File: src/rtl/seg_pkg.sv
// +----------------------------------------------------------------------+
// | seg_pkg: seven-segment code type and digit/dash/blank constants.     |
// | Rev 1.0                                                              |
// +----------------------------------------------------------------------+
`default_nettype none

package seg_pkg;

  // Byte layout {dp,g,f,e,d,c,b,a}, active-high (lit segment = 1).
  typedef logic [7:0] seg_code_t;

  localparam seg_code_t SEG_DIGIT [0:9] = '{
    8'h3F, 8'h06, 8'h5B, 8'h4F, 8'h66,
    8'h6D, 8'h7D, 8'h07, 8'h7F, 8'h6F
  };

  localparam seg_code_t SEG_DASH  = 8'h40;
  localparam seg_code_t SEG_BLANK = 8'h00;

endpackage : seg_pkg

`default_nettype wire

File: src/rtl/digit_to_segment.sv
// +----------------------------------------------------------------------+
// | digit_to_segment: 4-bit digit to active-high 7-seg code (comb.).     |
// | Rev 1.0                                                              |
// +----------------------------------------------------------------------+
`default_nettype none

module digit_to_segment
  import seg_pkg::*;
(
  input  logic [3:0] digit,
  output seg_code_t  code
);

  // Codes 10..15 fall through to dash, which the top uses for out-of-range.
  always_comb begin
    code = SEG_DASH;
    for (int i = 0; i < 10; i++) begin
      if (digit == 4'(i)) begin
        code = SEG_DIGIT[i];
      end
    end
  end

endmodule : digit_to_segment

`default_nettype wire

File: src/rtl/time_to_segment.sv
// +----------------------------------------------------------------------+
// | time_to_segment: binary 0..MAX_VALUE to two registered 7-seg codes.  |
// | Rev 1.0                                                              |
// +----------------------------------------------------------------------+
`default_nettype none

module time_to_segment
  import seg_pkg::*;
#(
  parameter bit          ACTIVE_LOW = 1'b0,
  parameter int unsigned MAX_VALUE  = 99
) (
  input  logic        clk,
  input  logic        rst,
  input  logic [31:0] time_data,
  output logic [15:0] seg_data
);

  if (MAX_VALUE > 99) begin : g_max_value_check
    $error("time_to_segment: MAX_VALUE must not exceed 99");
  end

  localparam logic [15:0] c_polarity_mask = ACTIVE_LOW ? 16'hFFFF : 16'h0000;
  localparam logic [15:0] c_reset_code    = {SEG_BLANK, SEG_BLANK} ^ c_polarity_mask;

  logic       w_in_range;
  logic [6:0] w_value;
  logic [3:0] w_tens;
  logic [3:0] w_ones;
  logic [3:0] w_tens_sel;
  logic [3:0] w_ones_sel;
  seg_code_t  w_tens_code;
  seg_code_t  w_ones_code;
  logic [15:0] w_seg_next;
  logic [15:0] r_seg_data;

  // In range implies the upper 25 bits are zero, so the low 7 bits suffice.
  assign w_in_range = (time_data <= 32'(MAX_VALUE));
  assign w_value    = time_data[6:0];
  assign w_tens     = 4'(w_value / 7'd10);
  assign w_ones     = 4'(w_value % 7'd10);

  // Digit value 15 is not a decimal digit, so the encoder emits a dash.
  assign w_tens_sel = w_in_range ? w_tens : 4'hF;
  assign w_ones_sel = w_in_range ? w_ones : 4'hF;

  digit_to_segment u_tens (
    .digit (w_tens_sel),
    .code  (w_tens_code)
  );

  digit_to_segment u_ones (
    .digit (w_ones_sel),
    .code  (w_ones_code)
  );

  assign w_seg_next = {w_tens_code, w_ones_code} ^ c_polarity_mask;

  always_ff @(posedge clk or posedge rst) begin
    if (rst) begin
      r_seg_data <= c_reset_code;
    end else begin
      r_seg_data <= w_seg_next;
    end
  end

  assign seg_data = r_seg_data;

endmodule : time_to_segment

`default_nettype wire

File: config.mk
export PLATFORM = sky130hd
export DESIGN_NAME = time_to_segment
export DESIGN_NICKNAME = d
export VERILOG_FILES = /design/src/rtl/seg_pkg.sv /design/src/rtl/digit_to_segment.sv /design/src/rtl/time_to_segment.sv
export SDC_FILE = /design/constraint.sdc
export NUM_CORES = 1
export LEC_CHECK = 0
export ABC_AREA = 1
export CAP_MARGIN = 30
export CORE_MARGIN = 2
export CORE_UTILIZATION = 42
export CTS_CLUSTER_SIZE = 8
export DETAILED_ROUTE_END_ITERATION = 12
export MAX_ROUTING_LAYER = met4
export PLACE_DENSITY = 0.79
export SYNTH_ARGS = -nofsm -noshare
export SYNTH_HDL_FRONTEND = slang
export SYNTH_SLANG_ARGS = --single-unit
File: constraint.sdc
create_clock -name clk -period 0.8 [get_ports clk]
set_clock_uncertainty 0.1 [all_clocks]
set_input_delay 0.16 -clock clk [delete_from_list [all_inputs] [get_ports clk]]
set_output_delay 0.16 -clock clk [all_outputs]
set_load 0.01 [all_outputs]
Word level (Yosys, flattened, before mapping). Cells that the tools add are included.

Add/sub/neg operators: 0. $mul: 0. Div/mod/pow operators: 2. Order comparisons: 1. Equal/unequal tests: 18. Shift-type cells: 0. Multiplexer cells: 22. Bitwise gates (word level): 0. Reductions and logical operators: 2.

Operators by type and width (number): 7-bit two-way mux (20); 4-bit by 3-bit equality test with 1-bit output (second input constant) (8); 32-bit by 7-bit less-or-equal comparator with 1-bit output (second input constant) (1); 4-bit by 2-bit equality test with 1-bit output (second input constant) (4); 4-bit equality test (second input constant) (4); 4-bit by 1-bit equality test with 1-bit output (second input constant) (2); 4-bit logical NOT (2); 4-bit two-way mux (2); 7-bit by 4-bit divider with 7-bit output (second input constant) (1); 7-bit by 4-bit modulo with 7-bit output (second input constant) (1).

Flip-flop bits (word level): 16. Latch bits: 0. RAM bits: 0. Memory bits (read-only): 0. Input bits: 34. Memories kept: 0.

Logic depth before layout (Yosys ltp). Gate-level depths: netlist of run 1.

Depth in word-level cells: 13. Gate-level depth with buffers: 22. Mapped depth without buffers: 22.

Hierarchy. Synthesis of run 1 repeated with hierarchy kept, for this count alone.

Cell total of the unflattened synthesis: 171. Area total of the unflattened synthesis: 1181.1 um^2.

By module, submodules not included: time_to_segment (times used 1, cells an instance 101, area an instance 878.3 um^2, sequential area each 400.4 um^2); digit_to_segment (times used 2, cells an instance 35, area an instance 151.4 um^2, sequential area each 0.0 um^2).

Worst setup path before layout of run 1. OpenSTA, ideal clock, no wires.

Path kind: input -> register. From: input port time_data[4]. To: register r_seg_data[6], in the netlist seg_data[6]. Setup time: 119 ps. Arrival time: 1995 ps. Setup slack: -1414 ps. Stages on the path: 20. Buffers on the path: 0. Path through: inv_1 > nand2_1 > nor2_1 > inv_2 > nand2_4 > nand2_2 > nand2_2 > nand3_2 > nand3_2 > nand2_1 > inv_1 > ha_1 > inv_1 > nand3_2 > nand3_4 > nand2_2 > nand3_4 > nor2_4 > inv_1 > o21a_1.

Word-level cells in the longest chain between the ends: 13. Elaborated cells between the ends (all ways): 23. Classes of those cells: 1 x div; 1 x order compare; 9 x eq/ne; 11 x mux; 1 x reduce/logical.

RTL lines: start, declared (line time_to_segment.sv:15) `input logic [31:0] time_data,`; 7-bit by 4-bit modulo with 7-bit output or 32-bit by 7-bit less-or-equal comparator with 1-bit output (tied branches) (line time_to_segment.sv:41, time_to_segment.sv:38); 4-bit two-way mux (*) (line time_to_segment.sv:45) `assign w_ones_sel = w_in_range ? w_ones : 4'hF;`; 4-bit logical NOT (line digit_to_segment.sv:18) `if (digit == 4'(i)) begin`; 7-bit two-way mux (9 in a row) (line digit_to_segment.sv:18); 7-bit two-way mux (*) (line digit_to_segment.sv:18); net u_ones.code[6] (line digit_to_segment.sv:11) `output seg_code_t code`; end signal, assigned (line time_to_segment.sv:61) `r_seg_data <= c_reset_code;`; end signal, assigned (line time_to_segment.sv:63) `r_seg_data <= w_seg_next;`; end, declared (line time_to_segment.sv:35) `logic [15:0] r_seg_data;`.

The timed path passes the listed nets; every way through them passes the cells marked *.

Worst setup path after layout of run 1.
From: input port time_data[6]. To: register r_seg_data[6], in the netlist seg_data[6].

The elaborated chain is that of the path after synthesis.

==> results of run 1 <==
## path summary, 6_finish.rpt
| path | startpoint | end | cells past startpoint |
|---|---|---|---|
| min in group clk | time_data[4] | seg_data[13]$_DFF_PP0_ | 8 |
| worst min-delay path | rst | seg_data[13]$_DFF_PP0_ | 3 |
| worst max-delay path | time_data[6] | seg_data[6]$_DFF_PP0_ | 23 |
| max in group asynchronous | rst | seg_data[1]$_DFF_PP0_ | 3 |
## placed cells by master, fill, tap and decap left out, drive strengths merged, types with 2 or more instances in the layout
master / instances
buf: 67
nand2: 56
clkdlybuf4s50: 28
inv: 27
nand3: 21
nor2: 19
dfrtp: 14
nand4: 6
o21ai: 4
clkbuf: 4
nor3: 4
a21oi: 4
nor4: 3
a31oi: 2
conb: 2
## synth_stat cells (all sizes together)
library cell | number | area (µm²)
a211o | 1 | 8.76
a21oi | 4 | 23.8
a31oi | 2 | 12.5
and3 | 1 | 6.26
buf | 2 | 15.0
conb | 1 | 3.75
dfrtp | 14 | 350
ha | 1 | 12.5
inv | 27 | 101
nand2 | 56 | 240
nand3 | 21 | 170
nand4 | 6 | 37.5
nor2 | 19 | 86.3
nor3 | 4 | 20.0
nor4 | 3 | 18.8
o2111ai | 1 | 8.76
o21a | 1 | 7.51
o21ai | 4 | 20.0
o22ai | 1 | 6.26
o2bb2ai | 1 | 8.76
or2 | 1 | 6.26
xor2 | 1 | 8.76
## power by group through the flow
stage	registers (mW)	clock network [mW]	logic, mW
6_report	0.707	0.498	1.33
4_1_cts	0.707	0.492	1.02
3_5_place_dp	0.721	0	0.871
2_1_floorplan	0.721	0	0.447
3_3_place_gp	0.721	0	0.830
5_1_grt	0.707	0.527	1.40
## worst max-delay path, stage by stage
cell and delay [ns]:
sky130_fd_sc_hd__buf_6 0.10, sky130_fd_sc_hd__buf_6 0.12, sky130_fd_sc_hd__nand3_4 0.10, sky130_fd_sc_hd__nand3_4 0.09, sky130_fd_sc_hd__nand2_4 0.11, sky130_fd_sc_hd__nand2_4 0.08, sky130_fd_sc_hd__nand2_4 0.08, sky130_fd_sc_hd__nand2_4 0.06
sky130_fd_sc_hd__nand2_4 0.08, sky130_fd_sc_hd__nand3_4 0.08, sky130_fd_sc_hd__nand2_2 0.09, sky130_fd_sc_hd__inv_2 0.05, sky130_fd_sc_hd__ha_4 0.16, sky130_fd_sc_hd__inv_4 0.06, sky130_fd_sc_hd__nand3_4 0.07, sky130_fd_sc_hd__nand3_4 0.12
sky130_fd_sc_hd__buf_4 0.16, sky130_fd_sc_hd__nand2_4 0.07, sky130_fd_sc_hd__inv_2 0.08, sky130_fd_sc_hd__nor2_4 0.04, sky130_fd_sc_hd__nor2_2 0.18, sky130_fd_sc_hd__nand2_2 0.09, sky130_fd_sc_hd__o21a_1 0.12
## metrics by stage
| stage | setup TNS, ns | cell area [µm²] | power, mW | cells |
|---|---|---|---|---|
| 4_1_cts | -20.58 | 2160 | 2.22 | 296 |
| 6_report | -22.46 | 2390 | 2.54 | 303 |
| 3_5_place_dp | -31.99 | 2020 | 1.59 | 283 |
| 5_1_grt | -24.26 | 2390 | 2.64 | 303 |
| 3_3_place_gp | -30.36 | 2020 | 1.55 | 283 |
| 2_1_floorplan | -16.99 | 1260 | 1.17 | 173 |
## routing by layer
layer / vias to the layer above / wire length [µm]
li1: 764 / -
met5: - / 0
met3: 30 / 291
met2: 94 / 2870
met1: 786 / 1860
met4: 0 / 282
## cell families (layout without fill, tap and decap cells)
family,count (synthesis),count (layout),share of synthesized area
DFF,14,14,0.299
adders and majority gates,1,1,0.0107
buffers and inverters,29,128,0.0991
xor gates and xnor gates,1,1,0.00746
and+or+nand+nor,111,111,0.499
other,1,2,0.00320
AOI/OAI and AO/OA,15,15,0.0821
## timing repair
action | CTS | global route
cloned | 0 | 0
endpoints found under the setup margin | 28 | 28
resized for setup | 97 | 42
pin swaps | 23 | 23
setup buffers | 9 | 9
## area by class of cell
class,instances,share of cell area
Timing Repair Buffer,97,0.344
Clock buffer,4,0.0152
Tap cell,31,0.0162
Inverter,27,0.0519
Multi-Input combinational cell,130,0.426
Sequential cell,14,0.147
==> results summary, run 1 <==
The flow ran to the end, but the final reports show violations. The checks that failed: setup timing. The layout net count came out at 308. The count of input and output buffers is 47. The CTS tree is yes.

The worst setup path is captured at a flip-flop. The top fanout value on the critical path is 5. The share of total power in combinational logic is 0.525. In this run the remaining antenna-violating nets after routing total 0. Detailed placement ended at an HPWL of roughly 2800 µm.

STA classifies the critical path startpoint as an input port. The tool flagged a number of max-cap violations equal to 0. The number of global-route vias before repair came out at ~1600. The starting utilization of the core area is 0.433. The clock-pin transition on the worst setup and hold timing paths is about 0.08 ns. After the first detailed-routing iteration, the DRC count stood at 85. The layer flagged by global routing as most heavily used is met2. The tree is rooted in a sky130_fd_sc_hd__clkbuf_4. The register cell area after layout is between 300 and 400 µm². The tightest hold path in the finished design has a slack of 0.0704 ns. Setup repair after global routing could not meet its margin everywhere.

The routing usage on met2 is 0.527. The fill cell total of the finished layout came out at ~130. The post-layout worst setup margin came out at -1.51 ns. The critical path data required time is approximately 0.87 ns.

The die height came out at around 57 µm. The worst setup path category is input port to flip-flop. The global route total overflow came out at 0. The area inside the core boundary came out at around 2700 µm². The routed layout has roughly 1700 vias. The average size of a mapped cell came out at 6.82 µm².

For this design, the sink count on the clock tree is 14. The switching component of the power came out at 918 µW. The clock share of power came out at 0.196. After detailed routing, the number of remaining DRC violations is 0. The power per cell area is between 1000 and 1500 nW/µm². The post-synthesis register bit count came out at 14. The detailed-route vias per instance is 5.52.

After detailed routing, the average wire length per cell comes to roughly 18 µm. The die covers around 3200 µm². The number of diodes is 0. The overall routed net length came out at ~5300 µm. The achievable clock frequency is 0.433 GHz. OpenSTA, run right after detailed placement, puts the worst setup slack at -2.10 ns. Compared with the post-synthesis result, the final layout area differs by 103%. The count of cell types in the netlist is 30. The number of buffers inserted during clock tree synthesis is 3. The level count of the clock H-tree is 1. The area taken by multi-input logic gates came out at just over 1000 µm². The worst-case IR drop observed on VDD is 1.53 mV. The number of flip-flops in the largest register is 14. The wire length of the first global-routing pass is 6830 µm. The worst hold path belongs to the class input port to asynchronous set/reset pin. The number of iterations in the first detailed-routing pass is 5.

The number of hold buffers added after CTS was 0. The share of final-layout standard cells stronger than drive strength 1 came out at 0.522. The shortest clock period the worst path allows after layout is 2.31 ns.

For this run, the number of Yosys warnings is 0. Measured on the finished design, the core utilization comes to 0.881. Of the available clock period, the critical path in the final layout requires 2.88.

The largest net degree at the start of global routing is 9. In the global route stage, met1 resource usage came out at 0.262. The number of antenna violations at the first check in global routing was 0. The internal power is approximately 1.6 mW.

The number of placed I/O pins came out at 50. The setup violation total in the final timing report is 28. The sequential element share of the synthesized area is 0.299. The total count of max-transition violations in the final report is 0. The x dimension of the die is roughly 57 µm. The global routing usage summed across all routing layers is 0.272. The longest clock path from root to sink contains 2 buffers. The congestion estimate from routability-driven global placement came to 0.881.

The met3 track demand over resource in global routing is 0.0346. Of the total power, registers draw 0.278. Summed over all cells, the static leakage comes to around 1.2 nW.

After floorplanning, the core was divided into 19 placement rows. The data arrival time of the critical path came out at 2.37 ns. The number of instances in the synthesized netlist came out at roughly 170.

The combined area of all synthesized cells is between 1000 and 1500 µm². The hold violation total from the final report came out at 0. The switching share of power is 0.362.
(Power assumes the default switching activity.)
==> run 2: changes to the inputs <==
Settings changed: CORE_UTILIZATION 42 to 38, PLACE_DENSITY 0.79 to 0.76.
Clock period 0.8 ns to 2.1 ns, I/O delays scaled along.
==> run 2 against run 1 <==
Against the previous run:
- first-iteration DRC count decreased by 38%
- sequential power decreased by 62%
- non-clock buffer count decreased by 2
- combinational power decreased by 67%
- critical endpoint is now seg_data[0]$_DFF_PP0_
- wire length decreased by 19%
- the flow still finishes with violations (setup timing)
- clock power decreased by 71%
- die area increased by 9.8%
==> results summary, run 2 (same netlist as run 1, synthesis figures left out) <==
The share of total power in combinational logic came out at 0.517 (-0.008). The post-placement setup slack was -1.00 ns (+1.10 ns). The count of max-cap constraint violations came to 0 (unchanged). The number of placed I/O pins came out at 50 (unchanged). The clock share of power is 0.168 (-0.028). Timing would allow up to roughly 0.40 GHz. The number of antenna-violating nets in the routed design was 0 (unchanged). The detailed-route vias per instance is 5.23 (-5.4%). The number of iterations in the first detailed-routing pass is 4 (-1).

The worst setup path is launched from an input port. The full die area is 3550 µm² (+9.8%). The leakage power summed over all cells is 1.17 nW (-2.2%). The number of buffers inserted during clock tree synthesis came out at 3 (unchanged). The clock net sink count is 14 (unchanged). The top fanout value on the critical path is 5 (unchanged).

The worst setup path is captured at a flip-flop. The wire length of the first global-routing pass came out at 5710 µm (-16%). The CTS tree is yes.

The switching share of power was 0.363 (+0.000968). The critical path data required time was 2.14 ns (+1.27 ns). The data arrival time of the critical path is 2.55 ns (+0.18 ns). The hold violation total from the final report is 0 (unchanged).

The origin of the worst setup path is time_data[3]. The switching component of the power came out at 310 µW (-66%). The placed instance count came to 285 (+0.71%). The DRC violations left came to 0 (unchanged).

The total count of max-transition violations in the final report was 0 (unchanged). The global route total overflow is 0 (unchanged). The total of hold buffers inserted after clock tree synthesis came out at 0 (unchanged). The cell row count is 20 (+1).

The area added between synthesis and finish came out at 109%. The maximum clock path buffer count is 2 (unchanged). The critical path's largest stage delay came out at 0.25 ns (+0.07 ns).

The critical path goes through dlygate4sd2_1 -> buf_4 -> xor2_1 -> nand2_2 -> nand2_4 -> nand2_4 -> nand3_4 -> nand2_4 -> inv_2 -> ha_4 -> inv_4 -> nand3_4 -> nand3_4 -> nand2_4 -> nand3_4 -> nand2_2 -> inv_2 -> nand2_2 -> nand4_1. The setup violation total in the final timing report is 14 (-50%). The final reports fail on setup timing. The worst supply voltage drop on vdd came out at 0.171 mV (-89%). The x dimension of the die came to 59.6 µm (+4.8%). The layout net count came out at 306 (-0.65%). The number of diodes came out at 0 (unchanged). The global routing usage summed across all routing layers is 0.213 (-0.0593). The half-perimeter wire length after detailed placement came out at 2470 µm (-12%).

The instance area at placement was 2020 µm² (+0.12%). The total number of vias is 1579 (-5.7%). The internal power came out at 545 µW (-66%). The level count of the clock H-tree came out at 1 (unchanged). Setup repair after global routing could not meet its margin everywhere.

For this design, the slowest cell found on the critical path is sky130_fd_sc_hd__dlygate4sd2_1. The worst hold slack was 0.363 ns (+0.293 ns). In the finished design, the share of the clock period the worst path needs comes to 1.19. The share of final-layout standard cells stronger than drive strength 1 is 0.520 (-0.00161).

The violation count after the first detailed-route iteration is 53 (-38%). The run finished, with violations left. The number of antenna violations at the first check in global routing was 0 (unchanged). The starting utilization of the core area came to 0.391 (-0.0422).

The count of input and output buffers came out at 47 (unchanged). The final instance area was 2460 µm² (+2.9%). The min-delay analysis places its worst path in the category input port to asynchronous set/reset pin.

The number of global-route vias before repair came out at 1411 (-12%). The shortest clock period the worst path allows after layout is 2.50 ns. The largest net degree at the start of global routing came out at 15 (+6). The top cell types in the final layout, fill and taps aside, are sky130_fd_sc_hd__buf_4, sky130_fd_sc_hd__clkdlybuf4s50_1, sky130_fd_sc_hd__nand2_1. The clock-pin transition on the worst setup and hold timing paths was 0.08 ns (about the same). The portion of total power attributed to sequential cells is 0.315 (+0.037). The routability-driven placement congestion ratio is 0.841 (-4.6%). The average wire length per cell after detail routing came out at 14.2 µm (-19%). The power per cell area is 348 nW/µm² (-67%). The number of flip-flops in the largest register is 14 (unchanged). Leaving out fill and tap cells, the most frequent cell in the layout is sky130_fd_sc_hd__buf_4.

The number of cells in the finished layout apart from fillers is 302 (-0.33%). By startpoint and endpoint, the worst setup path is classified as input port to flip-flop. The core occupancy in the finished layout was 0.818 (-0.0630). The post-layout worst setup margin came out at -0.402 ns (+1.10 ns). The clock root buffer is sky130_fd_sc_hd__clkbuf_4. Among cell families on the critical path, the largest total delay comes from simple AND/OR/NAND/NOR gates. The buffers plus inverters on the worst setup path is 5 (-1). The die height is 59.6 µm (+4.8%). The overall routed net length was 4280 µm (-19%). The area inside the core boundary came to 3000 µm² (+11%).
## run 2: area by class of cell
class | count | area (µm²)
clock buffers | 3 | 22.5
fillers | 166 | 547
inverters | 27 | 121
multi-input cells | 130 | 1050
flip-flops and latches | 14 | 350
well taps | 33 | 41.3
repair buffers | 95 | 866
## run 2: worst max path at each step
stage | to | slack (ns) | cells after the start
after floorplan | seg_data[6]$_DFF_PP0_ | -0.28 | 19
after global placement | seg_data[6]$_DFF_PP0_ | -0.92 | 21
after detailed placement | seg_data[11]$_DFF_PP0_ | -1.00 | 20
after CTS | seg_data[6]$_DFF_PP0_ | -0.23 | 21
after global routing | seg_data[0]$_DFF_PP0_ | -0.48 | 21
final | seg_data[0]$_DFF_PP0_ | -0.40 | 19
## run 2: per-layer routing
metal  share of wire  wire, µm  global-route usage
met5               0         0                   -
met4           0.026       110              0.0698
met3           0.034       145              0.0153
met2            0.57      2420               0.414
met1            0.37      1600               0.223
## run 2: repair_timing
action                     in CTS  in global routing
pin swaps                      24                 13
resized for setup              41                 51
setup endpoints to repair      14                 14
buffers inserted                9                  6
## run 2: metrics by stage
stage	setup TNS (ns)	power, mW
2_1_floorplan	-2.43	0.445
3_3_place_gp	-11.91	0.591
3_5_place_dp	-12.99	0.597
4_1_cts	-2.36	0.783
5_1_grt	-5.31	0.886
6_report	-4.13	0.855
## run 2: power groups by stage
stage | clock [mW] | sequential, mW | combinational, mW
6_report | 0.144 | 0.269 | 0.442
4_1_cts | 0.139 | 0.269 | 0.375
5_1_grt | 0.144 | 0.269 | 0.473
3_5_place_dp | 0 | 0.275 | 0.323
2_1_floorplan | 0 | 0.275 | 0.170
3_3_place_gp | 0 | 0.275 | 0.316
==> run 3: changes to the inputs <==
Settings changed: CORE_UTILIZATION 38 to 42, GPL_ROUTABILITY_DRIVEN from default to 0, PLACE_DENSITY 0.76 to 0.79.
Clock period 2.1 ns to 2.6 ns, I/O delays scaled along.
==> run 3 against run 2 <==
Against the previous run:
- the flow now finishes without violations
- non-clock buffer count decreased by 10
- design area decreased by 13%
- sequential cell count unchanged
- critical path type unchanged
==> results summary, run 3 (same netlist as run 1, synthesis figures left out) <==
The x dimension of the die came out at 56.9 µm (-4.6%). The setup TNS after final layout came to 0 ns (+4.13 ns). The final period utilization came out at 0.984.

The total chip power is 666 µW (-22%). The cell row count came out at 19 (-5.0%). The fill cell total of the finished layout came to 204 (+23%).

The setup violation total in the final timing report came to 0 (-14). The clock-pin transition on the worst setup and hold timing paths came out at 0.08 ns (about the same). The leakage power summed over all cells came to 1.07 nW (-9.0%). The half-perimeter wire length after detailed placement came out at 2500 µm (+1.4%). The average wire length per cell after detail routing came out at 11.9 µm (-16%). Leaving out fill and tap cells, the most frequent cells in the layout are sky130_fd_sc_hd__clkdlybuf4s50_1, sky130_fd_sc_hd__buf_4, sky130_fd_sc_hd__nand2_1.

The post-layout worst setup margin came out at 0.0404 ns (+0.443 ns). The number of antenna violations at the first check in global routing came to 0 (unchanged). The routed length on met2 is 1960 µm (-19%). The met1 routed wirelength after detailed routing is 1400 µm (-13%). The violation count after the first detailed-route iteration is 28 (-47%). The global routing usage summed across all routing layers is 0.198 (-0.0146). The number of iterations in the first detailed-routing pass came out at 4 (unchanged).

The starting utilization of the core area was 0.433 (+0.0422). The global route total overflow is 0 (unchanged). The endpoint type of the worst setup path is a flip-flop.

The number of flip-flops in the largest register is 14 (unchanged). The maximum clock path buffer count is 2 (unchanged). STA classifies the critical path startpoint as an input port.

The power per cell area was 311 nW/µm² (-11%). The final instance area came to 2140 µm² (-13%). The wire length on met3 came to 60 µm (-59%). The clock net sink count came to 14 (unchanged). TritonCTS built the clock tree. The DRC violations left is 0 (unchanged). The count of max-cap constraint violations is 0 (unchanged). The layout net count is 296 (-3.3%). The critical path data required time is 2.66 ns (+0.52 ns).

The data arrival time of the critical path is 2.62 ns (+0.07 ns). The wire length of the first global-routing pass is 5010 µm (-12%). The worst hold path belongs to the class input port to asynchronous set/reset pin. The worst supply voltage drop on vdd is 0.370 mV (+120%). The full die area was 3230 µm² (-8.9%). The largest net degree at the start of global routing is 15 (unchanged). The worst setup path category is input port to flip-flop.

The hold violation total from the final report was 0 (unchanged). The achievable clock frequency is 0.391 GHz. Clock tree synthesis selected as its root buffer the cell sky130_fd_sc_hd__clkbuf_4. Leaving out fill and tap cells, the most frequent cell in the layout is sky130_fd_sc_hd__clkdlybuf4s50_1.

The number of placed I/O pins came to 50 (unchanged). The detailed-route vias per instance came out at 4.88 (-6.6%). The instance area at placement is 1900 µm² (-6.2%).

The area inside the core boundary is 2710 µm² (-9.7%). The area added between synthesis and finish is 82.6%. The top fanout value on the critical path came out at 5 (unchanged). The total number of vias is 1421 (-10%). The number of diodes is 0 (unchanged). The post-placement setup slack was -0.581 ns (+0.423 ns).

The share of final-layout standard cells stronger than drive strength 1 is 0.377 (-0.144). The number of global-route vias before repair came to 1253 (-11%). Subtracting the final worst setup slack from the clock period gives 2.56 ns. The level count of the clock H-tree is 1 (unchanged).

In this run the top signal layer used is met4. The overall routed net length came out at 3460 µm (-19%). The number of buffers inserted during clock tree synthesis came out at 3 (unchanged). The number of antenna-violating nets in the routed design came out at 0 (unchanged). The count of input and output buffers came out at 47 (unchanged). The die height came to 56.9 µm (-4.6%).

The total count of max-transition violations in the final report came out at 0 (unchanged). The run finished with clean final reports.
## run 3: through the flow
step,hold WS (ns),util,instances
3_5_place_dp,0.807,0.700,279
3_3_place_gp,0.757,0.700,279
4_1_cts,0.499,0.733,284
2_1_floorplan,0.309,-,173
6_report,0.473,0.791,291
5_1_grt,0.542,0.791,291
## run 3: area by class of cell
class / count / area [µm²] / share of cell area
well taps: 31 / 38.8 / 0.0181
multi-input cells: 130 / 877 / 0.409
repair buffers: 85 / 739 / 0.345
flip-flops and latches: 14 / 350 / 0.163
inverters: 27 / 101 / 0.0473
clock buffers: 4 / 36.3 / 0.0169
## run 3: worst paths after layout
check,depth (start not counted),from,end
min in group clk,6,time_data[6],seg_data[11]$_DFF_PP0_
max in group asynchronous,2,rst,seg_data[10]$_DFF_PP0_
hold / removal,2,rst,seg_data[4]$_DFF_PP0_
setup / recovery,22,time_data[6],seg_data[0]$_DFF_PP0_
## run 3: critical path: stages
cell and delay, ns:
sky130_fd_sc_hd__buf_2 0.17, sky130_fd_sc_hd__inv_2 0.09, sky130_fd_sc_hd__nand2_4 0.09, sky130_fd_sc_hd__nand3_4 0.10
sky130_fd_sc_hd__nand2_4 0.11, sky130_fd_sc_hd__nand2_4 0.08, sky130_fd_sc_hd__nand2_2 0.08, sky130_fd_sc_hd__nand2_2 0.09
sky130_fd_sc_hd__nand2_2 0.11, sky130_fd_sc_hd__nand3_2 0.08, sky130_fd_sc_hd__nand2_2 0.09, sky130_fd_sc_hd__inv_2 0.04
sky130_fd_sc_hd__ha_4 0.15, sky130_fd_sc_hd__inv_2 0.07, sky130_fd_sc_hd__nand3_4 0.08, sky130_fd_sc_hd__nand3_4 0.15
sky130_fd_sc_hd__nand2_4 0.08, sky130_fd_sc_hd__buf_4 0.14, sky130_fd_sc_hd__nand4_1 0.08, sky130_fd_sc_hd__nand2_1 0.07
sky130_fd_sc_hd__nand2_1 0.07, sky130_fd_sc_hd__nand4_1 0.08
## run 3: report_power, final
part           total [mW]  internal (mW)  switching (mW)
clock               0.151         0.0853          0.0659
combinational       0.298          0.143           0.155
sequential          0.217          0.217   0.00000000152
total               0.666          0.446           0.221
## run 3: layer usage
metal | GRT usage | up-vias
li1 | - | 736
met1 | 0.216 | 649
met2 | 0.375 | 31
met3 | 0.00922 | 5
met4 | 0.0764 | 0
met5 | - | -
## run 3: what timing repair did
action | 4_1_cts | 5_1_grt
hold buffers | 0 | 0
pin swaps | 7 | 18
buffers inserted | 1 | 7
endpoints found under the setup margin | 14 | 14
resized for setup | 19 | 33
